### config.mk
export PLATFORM = sky130hd
export DESIGN_NAME = sparse_index_merge_ctrl
export DESIGN_NICKNAME = d
export VERILOG_FILES = /design/src/rtl/sparse_index_merge_ctrl_pkg.sv /design/src/rtl/sparse_index_merge_ctrl_cmp.sv /design/src/rtl/sparse_index_merge_ctrl.sv
export SDC_FILE = /design/constraint.sdc
export NUM_CORES = 1
export LEC_CHECK = 0
export ABC_CLOCK_PERIOD_IN_PS = 1730
export CAP_MARGIN = 20
export CELL_PAD_IN_SITES_DETAIL_PLACEMENT = 1
export CELL_PAD_IN_SITES_GLOBAL_PLACEMENT = 2
export CORE_ASPECT_RATIO = 0.7
export CORE_MARGIN = 1
export CORE_UTILIZATION = 28
export CTS_CLUSTER_DIAMETER = 60
export CTS_CLUSTER_SIZE = 10
export DETAILED_ROUTE_END_ITERATION = 10
export PLACE_DENSITY_LB_ADDON = 0.1
export SKIP_CTS_REPAIR_TIMING = 1
export SLEW_MARGIN = 10
export SYNTH_ARGS = -nofsm -noshare
export SYNTH_HDL_FRONTEND = slang
export SYNTH_SLANG_ARGS = --single-unit
### constraint.sdc
create_clock -name clk -period 1.73 [get_ports clk]
set_input_delay 0.346 -clock clk [delete_from_list [all_inputs] [get_ports clk]]
set_output_delay 0.346 -clock clk [all_outputs]
set_load 0.05 [all_outputs]
### src/rtl/sparse_index_merge_ctrl_pkg.sv
// Shared definitions for the sparse index merge controller.
//   IDX_W_DEF / POS_W_DEF : default index and position widths
//   state_e               : merge sequencer states
//   head_t                : one-element holding register per input stream
package sparse_index_merge_ctrl_pkg;

  localparam int unsigned IDX_W_DEF = 32;
  localparam int unsigned POS_W_DEF = 16;

  typedef enum logic [2:0] {
    IDLE,
    FETCH,
    COMPARE,
    DECIDE,
    EMIT,
    DRAIN_A,
    DRAIN_B,
    DONE
  } state_e;

  typedef struct packed {
    logic [IDX_W_DEF-1:0] idx;
    logic                 last;
    logic                 full;
  } head_t;

endpackage

### src/rtl/sparse_index_merge_ctrl_cmp.sv
// Registered unsigned magnitude comparator, one cycle of latency.
//   clk     : clock
//   A, B    : operands
//   L, G, E : A<B, A>B, A==B from the previous cycle (mutually exclusive)
module sparse_index_merge_ctrl_cmp
  import sparse_index_merge_ctrl_pkg::*;
#(
  parameter int unsigned W = IDX_W_DEF
) (
  input  logic         clk,
  input  logic [W-1:0] A,
  input  logic [W-1:0] B,
  output logic         L,
  output logic         G,
  output logic         E
);

  logic l_d, g_d, e_d;
  logic l_q, g_q, e_q;

  always_comb begin
    l_d = (A < B);
    g_d = (A > B);
    e_d = (A == B);
  end

  always_ff @(posedge clk) begin
    l_q <= l_d;
    g_q <= g_d;
    e_q <= e_d;
  end

  assign L = l_q;
  assign G = g_q;
  assign E = e_q;

endmodule

### src/rtl/sparse_index_merge_ctrl.sv
// Intersects two ascending sparse index streams using one registered
// comparator; each common index is emitted with its position in both streams.
//   clk, rst_n                  : clock, async active-low reset
//   start                       : begin a merge (honoured only in IDLE)
//   a_valid/a_idx/a_last/a_ready: stream A (column indices)
//   b_valid/b_idx/b_last/b_ready: stream B (row indices)
//   m_valid/m_idx/m_a_pos/m_b_pos/m_ready : match output to the MAC stage
//   busy, done, match_count     : status
module sparse_index_merge_ctrl
  import sparse_index_merge_ctrl_pkg::*;
#(
  parameter int unsigned IDX_W = IDX_W_DEF,
  parameter int unsigned POS_W = POS_W_DEF
) (
  input  logic             clk,
  input  logic             rst_n,
  input  logic             start,
  input  logic             a_valid,
  input  logic [IDX_W-1:0] a_idx,
  input  logic             a_last,
  output logic             a_ready,
  input  logic             b_valid,
  input  logic [IDX_W-1:0] b_idx,
  input  logic             b_last,
  output logic             b_ready,
  output logic             m_valid,
  output logic [IDX_W-1:0] m_idx,
  output logic [POS_W-1:0] m_a_pos,
  output logic [POS_W-1:0] m_b_pos,
  input  logic             m_ready,
  output logic             busy,
  output logic             done,
  output logic [POS_W-1:0] match_count
);

  state_e           state_q, state_d;
  head_t            ha_q, ha_d, hb_q, hb_d;
  logic [POS_W-1:0] pa_q, pa_d, pb_q, pb_d;
  logic [POS_W-1:0] mc_q, mc_d;
  logic             cmp_l, cmp_g, cmp_e;
  logic             a_acc, b_acc;

  // Heads feed the comparator continuously; its result is only consumed in
  // DECIDE, one cycle after COMPARE presented stable heads.
  sparse_index_merge_ctrl_cmp #(
    .W (IDX_W)
  ) u_cmp (
    .clk (clk),
    .A   (ha_q.idx),
    .B   (hb_q.idx),
    .L   (cmp_l),
    .G   (cmp_g),
    .E   (cmp_e)
  );

  assign a_acc = a_valid & a_ready;
  assign b_acc = b_valid & b_ready;

  always_ff @(posedge clk or negedge rst_n) begin
    if (!rst_n) begin
      state_q <= IDLE;
      ha_q    <= '0;
      hb_q    <= '0;
      pa_q    <= '0;
      pb_q    <= '0;
      mc_q    <= '0;
    end else begin
      state_q <= state_d;
      ha_q    <= ha_d;
      hb_q    <= hb_d;
      pa_q    <= pa_d;
      pb_q    <= pb_d;
      mc_q    <= mc_d;
    end
  end

  always_comb begin
    state_d = state_q;
    ha_d    = ha_q;
    hb_d    = hb_q;
    pa_d    = pa_q;
    pb_d    = pb_q;
    mc_d    = mc_q;
    unique case (state_q)
      IDLE: begin
        if (start) begin
          ha_d    = '0;
          hb_d    = '0;
          pa_d    = '0;
          pb_d    = '0;
          mc_d    = '0;
          state_d = FETCH;
        end
      end
      FETCH: begin
        if (a_acc) begin
          ha_d.idx  = a_idx;
          ha_d.last = a_last;
          ha_d.full = 1'b1;
        end
        if (b_acc) begin
          hb_d.idx  = b_idx;
          hb_d.last = b_last;
          hb_d.full = 1'b1;
        end
        if (ha_d.full && hb_d.full) state_d = COMPARE;
      end
      COMPARE: state_d = DECIDE;
      DECIDE: begin
        unique case ({cmp_l, cmp_g, cmp_e})
          3'b100: begin
            ha_d.full = 1'b0;
            pa_d      = pa_q + POS_W'(1);
            state_d   = ha_q.last ? DRAIN_B : FETCH;
          end
          3'b010: begin
            hb_d.full = 1'b0;
            pb_d      = pb_q + POS_W'(1);
            state_d   = hb_q.last ? DRAIN_A : FETCH;
          end
          3'b001:  state_d = EMIT;
          default: state_d = COMPARE;
        endcase
      end
      EMIT: begin
        if (m_ready) begin
          mc_d      = mc_q + POS_W'(1);
          pa_d      = pa_q + POS_W'(1);
          pb_d      = pb_q + POS_W'(1);
          ha_d.full = 1'b0;
          hb_d.full = 1'b0;
          unique case ({ha_q.last, hb_q.last})
            2'b11:   state_d = DONE;
            2'b10:   state_d = DRAIN_B;
            2'b01:   state_d = DRAIN_A;
            default: state_d = FETCH;
          endcase
        end
      end
      // A held head that already carries last ends the drain without a
      // handshake; otherwise the head is discarded and upstream is pulled
      // until its last element goes by.
      DRAIN_A: begin
        ha_d.full = 1'b0;
        if ((ha_q.full && ha_q.last) || (a_acc && a_last)) state_d = DONE;
      end
      DRAIN_B: begin
        hb_d.full = 1'b0;
        if ((hb_q.full && hb_q.last) || (b_acc && b_last)) state_d = DONE;
      end
      DONE:    state_d = IDLE;
      default: state_d = IDLE;
    endcase
  end

  always_comb begin
    a_ready     = 1'b0;
    b_ready     = 1'b0;
    m_valid     = 1'b0;
    m_idx       = '0;
    m_a_pos     = '0;
    m_b_pos     = '0;
    done        = 1'b0;
    busy        = (state_q != IDLE);
    match_count = mc_q;
    unique case (state_q)
      FETCH: begin
        a_ready = !ha_q.full;
        b_ready = !hb_q.full;
      end
      EMIT: begin
        m_valid = 1'b1;
        m_idx   = ha_q.idx;
        m_a_pos = pa_q;
        m_b_pos = pb_q;
      end
      DRAIN_A: a_ready = !(ha_q.full && ha_q.last);
      DRAIN_B: b_ready = !(hb_q.full && hb_q.last);
      DONE:    done = 1'b1;
      default: ;
    endcase
  end

endmodule

After elaboration in Yosys (flattened, before gate mapping)
Index checks and enable logic that the tools add are counted.

Magnitude comparators: 2. Reduce and logical (&&, ||, !) cells: 26. Eq/ne operators: 23. Add/subtract/negate cells: 3. Mux-type cells: 38. Bitwise operators: 2.

Operators by type and width (number): 34-bit two-way mux (5); 33-bit case mux with 2 select lines (2); 16-bit two-way mux (8); 16-bit case mux with 3 select lines (2); 16-bit by 1-bit adder with 16-bit output, second input constant (3); 32-bit equality test (1); 32-bit greater-than comparator (1); 32-bit < comparator (1); 32-bit two-way mux (1); 16-bit case mux with 2 select lines (1); 3-bit case mux with 8 select lines (1); 3-bit two-way mux (7); 3-bit case mux with 3 select lines (2); 4-bit AND reduction (4); 3-bit equality test, second input constant (5); 2-bit != test, second input constant (7); 1-bit case mux with 5 select lines (2); 5-bit nonzero test (2); 3-bit by 2-bit equality test with 1-bit output, second input constant (3); 3-bit AND reduction (3); 3-bit by 1-bit equality test with 1-bit output, second input constant (2); 3-bit nonzero test (2); 1-bit logical AND (5); 1-bit two-way mux (5); other kinds (10) (19).

Register bits: 122. Input port bits: 72.

Depth between registers and ports, before layout
Depth in word-level cells: 9. Mapped depth: 8. Mapped depth without buffers: 7.

Hierarchy
Synthesis repeated with hierarchy kept, for this count alone.

Cells, all modules: 698. Area, all modules: 6822.8 sq um.

Modules (own cells, without submodules): sparse_index_merge_ctrl (times used 1, area each 5926.9 sq um, cells an instance 581); sparse_index_merge_ctrl_cmp (times used 1, area each 895.9 sq um, cells an instance 117).

Worst setup path before layout
Ideal clock, no wire load.

Path kind: reg-to-output. Start point: register state_q[1]. End point: output port m_idx[23]. Stages on the path, launching flop included: 5. Arrival time: 2.075 ns. Required time: 1.384 ns. Path slack: -0.691 ns. Cells stage by stage: dfrtp_1 > buf_2 > nor3b_1 > clkbuf_1 > and2_1.

Cells in the longest elaborated chain, start to end: 2.

Ends and longest elaborated chain: start, declared (line sparse_index_merge_ctrl.sv:36) `state_e state_q, state_d;`; start signal, assigned (line sparse_index_merge_ctrl.sv:68) `state_q <= state_d;`; 3-bit equality test (line sparse_index_merge_ctrl.sv:166) `unique case (state_q)`; 32-bit two-way mux (line sparse_index_merge_ctrl.sv:166); end, declared (line sparse_index_merge_ctrl.sv:27) `output logic [IDX_W-1:0] m_idx,`.

No other way between the ends.

Final worst setup path
Start point: register state_q[0]. End point: output port m_b_pos[11].

Cells in the longest elaborated chain, start to end: 2.

Ends and longest elaborated chain: 3-bit equality test (line sparse_index_merge_ctrl.sv:166); 16-bit two-way mux (line sparse_index_merge_ctrl.sv:166); end, declared (line sparse_index_merge_ctrl.sv:29) `output logic [POS_W-1:0] m_b_pos,`.

No other way between the ends.

==> impl_metrics.ini <==
[cells_and_area]
stdcell_count = 1338
post-route-util = 0.5462
insertedDiodeCount = 0
nets = 1120
final_area_um2 = 12570
synthToLayoutAreaGrowth_pct = 88.66
post_route_cells_drive_above_1_share = 0.4756

[clock_network]
cts_buffers = 17
clk_pin_slew_ns = 0.06
cts_sinks = 122
cts_tree = yes
htreeDepth = 4
clk_latency_ns = 0.43
cts_buffer_depth = 2
cts-root-buf = clkbuf_16

[timing]
fin_crit_sh = 1.321
worst_pin_slew_ns = 0.3955
setup_ws_ns = -0.5546
drv_slew = 0
hold_viol = 0
post-route-min-period_ns = 2.285
max_freq_mhz = 437.7
relSlewSlack = 0.7288
fin_skew_ns = 0.01085
hold_ws_ns = 0.3583
setup_violations = 143
rsz0062_at_grt = true

[route]
ant_nets = 0
drc = 0
via_count = 6790
wl_per_cell_um = 20.16
vias_per_cell = 5.075
drt_first_pass_iters = 5
drtIter0Drc = 341
routed_wl_mm = 26.98

[floorplan]
num_rows = 46
coreArea_um2 = 23020
die_x_um = 186.4
start_util = 0.2895
die_area_um2 = 24430
dieHeight_um = 131.1
ios = 157

[worst_setup_path]
path_common_cell = buf_6
cp_max_fo = 8
critPathBufInv = 5
crit_type = flop to output port
crit_family = buffers and inverters
cp_cell_sequence = buf_6 > nor3b_4 > buf_6 > buf_8 > clkbuf_16 > and2_4 > buf_12
slowest_delay_ns = 0.43
crit_path_start_kind = flop
crit_required_ns = 1.38
cp.arrival_ns = 1.94
cp_slowest_cell = dfrtp_2
endpoint_kind = output port

[placed_design]
port_buffers = 156
place_ws_ns = -0.6221
place_congestion = 0.8229
dp_hpwl_mm = 17.24
dpl-instance-area_um2 = 10420
placedCellCount = 1243

[flow_run]
maxCapViolCount = 0

[yosys]
synth_edf_count = 0
synth_seq_cells = 122
synthFlopType = dfrtp_1
synthesis.area_um2 = 6665
yosysMostFrequentCell = dfrtp_1
synthTopCellsByArea = dfrtp_1 45%, a22o_1 8.9%, ha_1 6.6%
async_reset_ff_frac = 0.9754
synth_top_area_cell = dfrtp_1
yosysSeqAreaShare = 0.4558
syn-num-nets = 787
yosys.cell_types.count = 58
syn_inst = 680
ys_warn_count = 0
ys_top_cells_by_count = 119 x dfrtp_1, 69 x and2_1, 68 x a22o_1
avgSynthCellArea_um2 = 9.802
synth_top_area_share = 0.4468

[pwr]
p_leak_nw = 5.583
powerDensity_nw_per_um2 = 1504
switching_share = 0.3851
p_clk_frac = 0.203
p_switching_mw = 7.284
max-vdd-ir-drop_mv = 0.8229
p_comb_frac = 0.566
p_int_mw = 11.63
p_seq_frac = 0.232

[grt]
track_usage = 0.1970
grt_pass1_wl_mm = 37.87
grt_pass1_vias = 6872
overflow = 0
grt_max_degree = 50
antenna_found_initial = 0

[run_status]
violations = negative setup slack
run_status = finished with violations

[hold_path]
hp-class = primary input to async pin
-- cell type report --
type                    count  area (µm²)
clock inverters            15       197.7
repair buffers            348        4083
inverters                  43       161.4
flip-flops and latches    122        3045
clock buffers              17       425.4
well taps                 312       390.4
fillers                  2393       10450
multi-input cells         481        4272
-- path summary, 6_finish.rpt --
check	startpoint	endpoint	slack, ns	cells after the start
max	state_q[0]	m_b_pos[11]	-0.55	7
min	rst_n	ha_q[23]	0.36	2
max reg2reg	state_q[0]	pb_q[12]	-0.29	9
min reg2reg	pa_q[15]	pa_q[15]	0.48	1
max in group asynchronous	rst_n	ha_q[29]	0.70	3
min in group clk	pa_q[15]	pa_q[15]	0.48	1
-- per-stage QoR --
stage	setup TNS, ns	power (mW)
global placement	-33.12	11.90
detailed placement	-40.69	12.20
floorplan	-2.084	8.428
CTS	-48.04	16.16
finish	-40.43	18.91
global route	-50.61	20.03
-- placed cells by master, fill, tap and decap left out, types with 18 or more instances in the layout --
cell / instances
clkbuf_16: 25
buf_4: 158
nor2_1: 32
inv_1: 38
nand2_1: 28
a21oi_1: 20
xnor2_1: 19
buf_6: 23
dfrtp_1: 113
nand4_1: 18
buf_12: 83
a22o_1: 68
clkdlybuf4s50_1: 70
and2_4: 58
ha_1: 24
-- kinds of logic after synthesis --
kind of cell             count (synthesis)  synth area share
multiplexers                             4          0.006945
AO/OA/AOI/OAI                          167            0.1812
AND/OR/NAND/NOR                        252            0.2142
XOR/XNOR                                23           0.03022
flip-flops                             122            0.4558
adder cells (fa/ha/maj)                 35           0.06570
buffers and inverters                   77           0.04599
-- per-layer routing --
layer / wire length [µm] / share of wire / vias to the layer above / GRT usage
li1: - / - / 3127 / -
met1: 12990 / 0.48 / 3485 / 0.2766
met2: 12410 / 0.46 / 153 / 0.3033
met3: 1235 / 0.046 / 25 / 0.04951
met4: 341 / 0.013 / 0 / 0.04861
met5: 0 / 0 / - / 0
-- registers in the layout, indices dropped and copies added, names as in the netlist --
| name | count |
|---|---|
| u_cmp.G | 1 |
| pb_q | 16 |
| u_cmp.E | 1 |
| match_count | 16 |
| pa_q | 16 |
| hb_q | 34 |
| u_cmp.L | 1 |
| state_q | 3 |
| ha_q | 34 |
-- power by group through the flow --
stage,combinational (mW),sequential (mW),clock [mW]
after detailed placement,7.84,4.36,0
after floorplan,4.15,4.28,0
after global routing,11.5,4.48,4.02
final,10.7,4.38,3.84
after global placement,7.57,4.34,0
after CTS,7.91,4.34,3.91
Power figures use the tool's default switching activity.
==> RTL edit, RTL diff (same flow settings) <==
Remove the case item `3'b010` of the case on `{cmp_l, cmp_g, cmp_e}`.
--- a/src/rtl/sparse_index_merge_ctrl.sv
+++ b/src/rtl/sparse_index_merge_ctrl.sv
@@ -113,11 +113,6 @@
             pa_d      = pa_q + POS_W'(1);
             state_d   = ha_q.last ? DRAIN_B : FETCH;
           end
-          3'b010: begin
-            hb_d.full = 1'b0;
-            pb_d      = pb_q + POS_W'(1);
-            state_d   = hb_q.last ? DRAIN_A : FETCH;
-          end
           3'b001:  state_d = EMIT;
           default: state_d = COMPARE;
         endcase
Behaviour: not the same (a bounded check fails within 10 cycles, from zero or initial values and one cycle with rst_n low).
==> RTL edit against the unedited design <==
The flow still finishes with violations (negative setup slack); sequential cell count unchanged; area after synthesis decreased by 2.8%; cell area decreased by 5.7%; worst setup slack improved by 71 ps; total power decreased by 14%; core utilization decreased by 2.3 points; routed wire length decreased by 9.2%; sequential share of layout area increased by 1.5 points; largest cell class unchanged; largest power group unchanged.
==> RTL edit: results (changes against the unedited design) <==
Run status
  • Status: complete, but fails checks
  • Failing checks: negative setup slack

Routing
  • DR pass1 iterations: 4 (-1)
  • Via/cell ratio: 4.93 (-2.8%)
  • WL final: 24500 um (-9.2%)
  • Number of DRC markers in iteration 0: 314 (-7.9%)

STA
  • Final Setup Violations: 161 (+13%)
  • Final Hold Fails: 0 (unchanged)
  • Clk_skew: 9.55 ps (-1.30 ps)
  • Min setup slack post-route: -483 ps (+71.1 ps)
  • Final setup TNS: -48530 ps (-8090 ps)
  • Worst-Margin Slew: 431 ps (+35.6 ps)

Worst setup path
  • Slowest cell delay on critical path: ~420 ps
  • FF-to-FF setup slack: -320 ps (-30 ps)
  • Max FO, Critical Path: 20 (+12)
  • CP max stage cell: dfrtp_2
  • Worst path top cell family by delay: buffers and inverters
  • FF-to-FF Start: state_q[1]$_DFFE_PN0P_
  • Reg-to-reg endpoint: ha_q[24]$_DFFE_PN0P_
  • R2R depth: 8 (-1)
  • CP Data Arrival Time: 1870 ps (-70 ps)

Synth
  • Compound-Gate Fraction of Synth Area: 16.8% (-1.3 points)
  • Ranking of synthesized cells by area: dfrtp_1 46%, a22o_1 8.9%, ha_1 6.8%
  • Mapped Nets: 765 (-2.8%)
  • Synth cell count leaders: 119 x dfrtp_1, 66 x a22o_1, 58 x and2_1, 45 x nor2_1, 44 x inv_1
  • Sequential area share after synthesis: 46.9% (+1.3 points)
  • Yosys warns: 0 (unchanged)
  • Post-Synth XOR/XNOR Area: 3.92% (+0.90 points)
  • Top_reg_cell synth: dfrtp_1
  • Fraction of registers with async set/reset: 97.5% (unchanged)
  • Mux contribution to synthesized area: 0.483% (-0.21 points)
  • Adder-Cell Fraction of Synth Area: 6.76% (+0.19 points)
  • Yosys cell types: 54 (-6.9%)

Global route
  • First-pass GRT wire length: 35600 um (-6.1%)
  • Largest net degree at the start of global routing: 51 (+2.0%)
  • Antenna violations before repair: 1 (+1)
  • Global Route Usage Sum: 19.6% (-0.15 points)
  • Vias in the first global route: 6491 (-5.5%)

Worst hold path
  • Hold Path Class: in -> async

Clock network
  • Cts bufs inserted: 17 (unchanged)
  • Clk_lat worst skew: 420 ps
  • H-tree levels: 4 (unchanged)
  • Clock transition at path regs: 60 ps (about the same)
  • Root Buffer: clkbuf_16
  • Clock tree buffer depth: 2 (unchanged)

Finish
  • Fraction of layout cells with a size suffix above 1: 43.8% (-3.7 points)
  • Largest registers: ha_q: 34 flops, hb_q: 34 flops
  • Filler cell count: 2421 (+1.2%)
  • NumNets Final: 1061 (-5.3%)

Placement
  • DP HPWL: 16800 um (-2.4%)
  • I/O Buffers: 156 (unchanged)
  • Final GP Congestion: 0.837 (+1.7%)

Pwr
  • Max VDD drop: 0.000751 V (-8.7%)
  • Pleak: 5.38 nW (-3.7%)
## RTL edit: logic make-up after synthesis
family | after synthesis
AOI/OAI and AO/OA | 147
xor gates and xnor gates | 29
adders and majority gates | 35
buffers and inverters | 76
DFF | 122
muxes | 3
and+or+nand+nor | 246
## RTL edit: how the worst max path moves through the flow
| stage | from | endpoint | slack, ps | cells past startpoint |
|---|---|---|---|---|
| CTS | state_q[1]$_DFFE_PN0P_ | m_idx[2] | -670 | 5 |
| global placement | m_ready | pb_q[13]$_DFFE_PN0P_ | -490 | 6 |
| finish | state_q[1]$_DFFE_PN0P_ | m_a_pos[13] | -480 | 6 |
| detailed placement | m_ready | pb_q[9]$_DFFE_PN0P_ | -570 | 6 |
| floorplan | ha_q[0]$_DFFE_PN0P_ | ha_q[1]$_DFFE_PN0P_ | -440 | 7 |
| global route | state_q[1]$_DFFE_PN0P_ | m_a_pos[6] | -550 | 6 |
## RTL edit: metal layers
layer | global-route usage [%] | wire length, um | share of wire (%)
met3 | 4.24 | 960 | 3.9
met5 | 0 | 0 | 0
met4 | 5.34 | 191 | 0.78
met1 | 27.9 | 11900 | 49
met2 | 29.7 | 11400 | 47
## RTL edit: cell type report
type / count / share of cell area, %
multi-input combinational: 460 / 33.1
inverter: 44 / 1.41
sequential: 122 / 25.7
antenna: 1 / 0.0211
tap: 312 / 3.29
clock inverter: 11 / 1.61
clock buffer: 21 / 3.97
timing repair buffer: 309 / 30.9
## RTL edit: report_power, final
part | switching [mW] | internal, mW
Clock | 1.38 | 2.67
Combinational | 3.76 | 4.08
Sequential | 0.712 | 3.67
## RTL edit: worst reg2reg max path, cell delays in order (launching register included)
cell and delay [ps]:
dfrtp_2 420, buf_4 140, buf_6 130, a2111oi_4 370, buf_4 180, a21oi_1 50
nand2b_4 220, clkbuf_16 210, a22o_1 210
## RTL edit: stage by stage
stage                     std cells  cell area (um^2)  setup slack (ps)  total power [mW]  hold WS (ps)
after floorplan                 658              6800              -439              7.77          50.4
after global placement         1200             10100              -487              10.3           379
after detailed placement       1200             10100              -568              10.5           382
after CTS                      1232             10700              -666              14.6         -71.5
after global routing           1280             11900              -549              17.2           495
final                          1280             11900              -483              16.3           486
